===== src/rtl/bus_loader.sv =====
// Boot-time bus initiator: holds the 6502 in reset and copies a byte stream into RAM from BASE_ADDR upward.
// Optional read-back verify of every byte is built when LOADER_VERIFY_EN is defined.
module bus_loader #(
  parameter int unsigned           ADDR_W        = 19,
  parameter logic [ADDR_W-1:0]     BASE_ADDR     = '0,
  parameter int unsigned           STROBE_CYCLES = 2
) (
  input  logic              clock,
  input  logic              reset,
  input  logic              start,
  input  logic [15:0]       length,
  input  logic [7:0]        in_data,
  input  logic              in_valid,
  output logic              in_ready,
  output logic [ADDR_W-1:0] bus_addr,
  output logic [7:0]        bus_dout,
  input  logic [7:0]        bus_din,
  output logic              bus_rw,
  output logic              ram_we_n,
  output logic              ram_oe_n,
  output logic              bus_own,
  output logic              cpu_reset_n,
  output logic              busy,
  output logic              done,
  output logic              error
);

  localparam int unsigned CNT_W = (STROBE_CYCLES > 1) ? $clog2(STROBE_CYCLES) : 1;
  localparam logic [CNT_W-1:0] CNT_LAST = CNT_W'(STROBE_CYCLES - 1);

  typedef enum logic [2:0] {
    S_IDLE,
    S_FETCH,
    S_SETUP,
    S_STROBE,
    S_HOLD,
    S_VRD,
    S_VCHK,
    S_DONE
  } state_t;

  state_t            r_state;
  state_t            w_state_nxt;
  logic [15:0]       r_remaining;
  logic [CNT_W-1:0]  r_cnt;
  logic              r_in_ready;
  logic [ADDR_W-1:0] r_bus_addr;
  logic [7:0]        r_bus_dout;
  logic              r_bus_rw;
  logic              r_ram_we_n;
  logic              r_bus_own;
  logic              r_cpu_reset_n;
  logic              r_busy;
  logic              r_done;

  logic w_start_acc;
  logic w_byte_acc;
  logic w_cnt_last;
  logic w_last;
  logic w_advance;

  assign w_start_acc = (r_state == S_IDLE) && start;
  assign w_byte_acc  = (r_state == S_FETCH) && in_valid && r_in_ready;
  assign w_cnt_last  = (r_cnt == CNT_LAST);
  assign w_last      = (r_remaining == 16'd1);

`ifdef LOADER_VERIFY_EN
  // Counter/address advance once the read-back has been checked.
  assign w_advance = (r_state == S_VCHK);
`else
  assign w_advance = (r_state == S_HOLD);
`endif

  // State register
  always_ff @(posedge clock) begin
    if (reset) begin
      r_state <= S_IDLE;
    end else begin
      r_state <= w_state_nxt;
    end
  end

  // Next-state logic
  always_comb begin
    w_state_nxt = r_state;
    case (r_state)
      S_IDLE: begin
        if (start) begin
          w_state_nxt = (length == 16'd0) ? S_DONE : S_FETCH;
        end
      end
      S_FETCH: begin
        if (w_byte_acc) begin
          w_state_nxt = S_SETUP;
        end
      end
      S_SETUP: begin
        w_state_nxt = S_STROBE;
      end
      S_STROBE: begin
        if (w_cnt_last) begin
          w_state_nxt = S_HOLD;
        end
      end
      S_HOLD: begin
`ifdef LOADER_VERIFY_EN
        w_state_nxt = S_VRD;
`else
        w_state_nxt = w_last ? S_DONE : S_FETCH;
`endif
      end
`ifdef LOADER_VERIFY_EN
      S_VRD: begin
        if (w_cnt_last) begin
          w_state_nxt = S_VCHK;
        end
      end
      S_VCHK: begin
        w_state_nxt = w_last ? S_DONE : S_FETCH;
      end
`endif
      S_DONE: begin
        w_state_nxt = S_IDLE;
      end
      default: begin
        w_state_nxt = S_IDLE;
      end
    endcase
  end

  // Strobe-width counter, restarted on every state change
  always_ff @(posedge clock) begin
    if (reset) begin
      r_cnt <= '0;
    end else if (w_state_nxt != r_state) begin
      r_cnt <= '0;
    end else if ((r_state == S_STROBE) || (r_state == S_VRD)) begin
      r_cnt <= r_cnt + CNT_W'(1);
    end
  end

  // Bus outputs are registered from the next state so they line up with it
  always_ff @(posedge clock) begin
    if (reset) begin
      r_in_ready    <= 1'b0;
      r_bus_addr    <= BASE_ADDR;
      r_bus_dout    <= 8'h00;
      r_bus_rw      <= 1'b1;
      r_ram_we_n    <= 1'b1;
      r_bus_own     <= 1'b0;
      r_cpu_reset_n <= 1'b0;
      r_busy        <= 1'b0;
      r_done        <= 1'b0;
      r_remaining   <= 16'd0;
    end else begin
      r_in_ready <= (w_state_nxt == S_FETCH);
      r_bus_rw   <= !(w_state_nxt inside {S_SETUP, S_STROBE, S_HOLD});
      r_ram_we_n <= (w_state_nxt != S_STROBE);
      r_bus_own  <= !(w_state_nxt inside {S_IDLE, S_DONE});
      r_busy     <= !(w_state_nxt inside {S_IDLE, S_DONE});

      if (w_start_acc) begin
        r_remaining   <= length;
        r_bus_addr    <= BASE_ADDR;
        r_done        <= 1'b0;
        r_cpu_reset_n <= 1'b0;
      end
      // Zero-length loads go straight to DONE, so this must follow the start update
      if (w_state_nxt == S_DONE) begin
        r_done        <= 1'b1;
        r_cpu_reset_n <= 1'b1;
      end
      if (w_byte_acc) begin
        r_bus_dout <= in_data;
      end
      if (w_advance) begin
        r_remaining <= r_remaining - 16'd1;
        if (!w_last) begin
          r_bus_addr <= r_bus_addr + ADDR_W'(1);
        end
      end
    end
  end

`ifdef LOADER_VERIFY_EN
  logic       r_ram_oe_n;
  logic       r_error;
  logic [7:0] r_rd_data;

  // Read-back path: capture on the last output-enable cycle, compare in VCHK
  always_ff @(posedge clock) begin
    if (reset) begin
      r_ram_oe_n <= 1'b1;
      r_error    <= 1'b0;
      r_rd_data  <= 8'h00;
    end else begin
      r_ram_oe_n <= (w_state_nxt != S_VRD);
      if ((r_state == S_VRD) && w_cnt_last) begin
        r_rd_data <= bus_din;
      end
      if (w_start_acc) begin
        r_error <= 1'b0;
      end else if ((r_state == S_VCHK) && (r_rd_data != r_bus_dout)) begin
        r_error <= 1'b1;
      end
    end
  end

  assign ram_oe_n = r_ram_oe_n;
  assign error    = r_error;
`else
  logic w_unused_din;

  assign w_unused_din = ^bus_din;
  assign ram_oe_n     = 1'b1;
  assign error        = 1'b0;
`endif

  assign in_ready    = r_in_ready;
  assign bus_addr    = r_bus_addr;
  assign bus_dout    = r_bus_dout;
  assign bus_rw      = r_bus_rw;
  assign ram_we_n    = r_ram_we_n;
  assign bus_own     = r_bus_own;
  assign cpu_reset_n = r_cpu_reset_n;
  assign busy        = r_busy;
  assign done        = r_done;

endmodule


===== config.mk =====
export PLATFORM = sky130hd
export DESIGN_NAME = bus_loader
export DESIGN_NICKNAME = d
export VERILOG_FILES = /design/src/rtl/bus_loader.sv
export SDC_FILE = /design/constraint.sdc
export NUM_CORES = 1
export LEC_CHECK = 0
export CAP_MARGIN = 20
export CORE_UTILIZATION = 44
export CTS_CLUSTER_DIAMETER = 120
export DETAILED_ROUTE_END_ITERATION = 10
export PLACE_DENSITY = 0.74
export SYNTH_ARGS = -nofsm -noshare
export SYNTH_HDL_FRONTEND = slang
export SYNTH_SLANG_ARGS = --single-unit

===== constraint.sdc =====
create_clock -name clock -period 1.9 [get_ports clock]
set_input_delay 0.38 -clock clock [delete_from_list [all_inputs] [get_ports clock]]
set_output_delay 0.38 -clock clock [all_outputs]
set_load 0.005 [all_outputs]

==> results.toml <==
[floorplan]
boundaryPins = 72
die_y_um = 82.03
die_w_um = 82.03
die-area_um2 = 6728
placement_rows = 28
floorplan.initialDensity = 0.4649
placeableCoreArea_um2 = 6061

[synthesis]
synth.distinct_cells = 52
synth.cell_area_um2 = 2818
synthesis.nets = 374
synth.yosys.seq_area_share = 0.3694
synth-warning-count = 0
synthesis.instances = 335
synth_edf_count = 0
ys.flop_type = "sky130_fd_sc_hd__dfxtp_1"
async_flop_share = 0
synth_seq_cells = 52
avgSynthCellArea_um2 = 8.411

[cts]
cts_inserted_buffers = 5
clock_tree_from_tritoncts = "done"
htree_num_levels = 2
holdBufCountCts = 0
cts.reportedPaths.clkPinSlew_ns = 0.09
ctsLongestPathBuffers = 2
sinks_on_clock_net = 52
ctsRootBufferMaster = "sky130_fd_sc_hd__clkbuf_8"
clock_insertion_delay_at_the_later_pin_of_the_skew_report_ns = 0.31

[cells_and_area]
layout.cells.most_common_list = "sky130_fd_sc_hd__clkdlybuf4s50_1, sky130_fd_sc_hd__dfxtp_1, sky130_fd_sc_hd__buf_4"
area_growth_syn_to_layout_pct = 39.30
nNetsFinal = 469
antennaDiodeCount = 0
share_of_cells_above_drive_strength_1 = 0.2088
mostFrequentLayoutCell = "sky130_fd_sc_hd__clkdlybuf4s50_1"

[worst_hold_path]
holdCritStartpoint = "bus_dout[3]"
holdPathEnd = "bus_dout[3]"
worstHoldPathType = "reg -> reg"
min_delay_path_depth = 2

[worst_setup_path]
r2r-start = "r_remaining[1]"
critical_path.cell_chain = "clkdlybuf4s50_1 > nor4_1 > nand2_1 > nor4_1 > buf_4 > o31a_1"
worst_setup_path_end_kind = "flip-flop"
startpoint_type = "primary input"
setup.reg_to_reg.worst_slack_ns = 0.07
critical_path_required_ns = 2.15
worstPathMaxFanout = 3
type_of_the_worst_setup_path = "in -> reg"
path_common_cell = "sky130_fd_sc_hd__nor4_1"
critical_path.max_stage_delay_ns = 0.43
worst-endpoint-arrival_ns = 2.10
rr_endpoint = "r_remaining[14]"
crit_path_start = "length[9]"
critical-path-slowest-cell = "sky130_fd_sc_hd__clkdlybuf4s50_1"
r2r_cells = 7

[timing]
setup_tns_ns = 0
clock-skew-final_ns = 0.006849
post-route-worst-setup-slack_ns = 0.05559
timing.final.max_slew_violations = 0
max_freq_mhz = 542.2
unrepaired_setup_endpoints_after_global_routing = "yes"
finalCritPeriodShare = 0.9707
final_worst_path_period_need_ns = 1.844
final_hold_viol_count = 0
setup_viol = 0

[drt]
firstDrtPassIters = 4
wl_per_cell_um = 15.25
routed_wirelength_mm = 7.714
route.detailed.drc = 0
vias = 2951
post_route_antenna_net_violation_count = 0
drt_iter0_markers = 173
viasPerCell = 5.832

[global_route]
grt_pass1_vias = 2780
first_pass_grt_wire_length_mm = 12.57
grtUsageTotal = 0.2391
grt_antenna_before_repair = 0
grt_overflow_total = 0
grt_max_degree = 22

[flow_run]
max_capacitance_violation_total = 0

[power]
power_density_nw_per_um2 = 567.6
total_leakage_power_nw = 1.522
ir_drop_mv = 0.4319

[placement]
preCtsSetupSlack_ns = -0.2074
detailedPlacementHpwl_mm = 5.701
portBuffers = 61
gp_congestion = 0.8464

[outcome]
outcome = "finished clean"
==> area by class of cell <==
class / count / area, µm²
clock buffer: 7 / 86.33
clock inverter: 1 / 7.507
fill: 535 / 2136
inverter: 5 / 18.77
multi-input combinational: 253 / 1658
sequential: 52 / 1044
tap: 75 / 93.84
timing repair buffer: 113 / 1017
==> timing repair <==
item | 4_1_cts | 5_1_grt
endpoints found under the setup margin | 3 | 8
hold endpoints to repair | 0 | 0
setup buffers | 0 | 3
gates resized for setup | 2 | 11
pin swaps | 0 | 5
==> cells in the mapped netlist, types with 3 or more instances <==
cell type,count,share of area
sky130_fd_sc_hd__and4_1,4,0.012
sky130_fd_sc_hd__buf_2,8,0.014
sky130_fd_sc_hd__buf_4,7,0.019
sky130_fd_sc_hd__nor4b_1,5,0.016
sky130_fd_sc_hd__nand2b_1,3,0.0067
sky130_fd_sc_hd__or3_1,8,0.018
sky130_fd_sc_hd__mux2_2,6,0.024
sky130_fd_sc_hd__a31oi_1,14,0.031
sky130_fd_sc_hd__and3_1,10,0.022
sky130_fd_sc_hd__clkbuf_1,8,0.011
sky130_fd_sc_hd__nand4_1,15,0.033
sky130_fd_sc_hd__nand3_1,15,0.027
sky130_fd_sc_hd__o311ai_0,4,0.012
sky130_fd_sc_hd__ha_1,3,0.013
sky130_fd_sc_hd__mux2i_1,9,0.032
sky130_fd_sc_hd__nor3_1,8,0.014
sky130_fd_sc_hd__nand2_1,29,0.039
sky130_fd_sc_hd__o31ai_1,4,0.011
sky130_fd_sc_hd__or2_2,6,0.013
sky130_fd_sc_hd__o211ai_1,12,0.032
sky130_fd_sc_hd__o21ai_0,7,0.012
sky130_fd_sc_hd__and2_1,3,0.0067
sky130_fd_sc_hd__nor2b_1,4,0.0089
sky130_fd_sc_hd__a21oi_1,7,0.012
sky130_fd_sc_hd__o2111ai_1,3,0.0093
sky130_fd_sc_hd__dfxtp_1,52,0.37
sky130_fd_sc_hd__nor4_1,13,0.029
sky130_fd_sc_hd__nor2_1,35,0.047
sky130_fd_sc_hd__a221oi_1,3,0.0093
sky130_fd_sc_hd__inv_1,5,0.0067
==> routing by layer <==
layer / part of all wire / vias to the layer above / global-route usage
met2: 0.50 / 89 / 0.4074
met1: 0.44 / 1398 / 0.2991
met5: 0 / - / 0
li1: - / 1454 / -
met4: 0.014 / 0 / 0.08947
met3: 0.048 / 10 / 0.04111
==> how the worst max path moves through the flow <==
stage	to	slack, ns	cells past startpoint
final	r_state[2]	0.06	6
after CTS	r_remaining[14]	0.04	7
after detailed placement	r_state[1]	-0.21	5
after global routing	r_remaining[14]	-0.03	8
after global placement	r_state[1]	-0.16	5
after floorplan	bus_addr[18]	0.06	7
==> worst max-delay path: cells and delay by family <==
family                 cells  cell delay [ns]
AND/OR/NAND/NOR            3             0.96
buffers and inverters      2             0.63
AO/OA/AOI/OAI              1             0.13
==> power breakdown <==
part	switching, mW	internal, mW	leakage, nW
clock	0.367	0.297	0.0445
sequential	0.0339	1.13	0.423
combinational	0.190	0.215	1.05
==> state kept, by name, summed over array words and instances, names as in the netlist <==
| register | cells |
|---|---|
| bus_dout | 8 |
| r_remaining | 16 |
| bus_rw | 1 |
| busy | 1 |
| in_ready | 1 |
| ram_we_n | 1 |
| r_cnt | 1 |
| r_state | 3 |
| done | 1 |
| bus_addr | 19 |
==> kinds of logic (layout without fill, tap and decap cells) <==
| logic type | after synthesis | count (layout) | synth area share |
|---|---|---|---|
| fa+ha+maj | 3 | 3 | 0.01332 |
| buf+inv | 30 | 126 | 0.05551 |
| simple gates | 171 | 171 | 0.3472 |
| compound gates | 61 | 61 | 0.1519 |
| other cells | 2 | 2 | 0.002665 |
| flops | 52 | 52 | 0.3694 |
| mux | 16 | 16 | 0.05995 |
==> through the flow <==
stage                       util  area, µm²  hold slack (ns)  instances  power [mW]
after detailed placement  0.6222       3771           0.4928        495       1.575
after global placement    0.6222       3771           0.4743        495       1.566
after global routing      0.6476       3925           0.5267        506       2.325
after CTS                 0.6381       3867           0.5150        503       2.231
final                     0.6476       3925           0.5096        506       2.228
after floorplan                -       2818           0.4827        335       1.374
No activity file was read; power rests on OpenSTA's default activity.
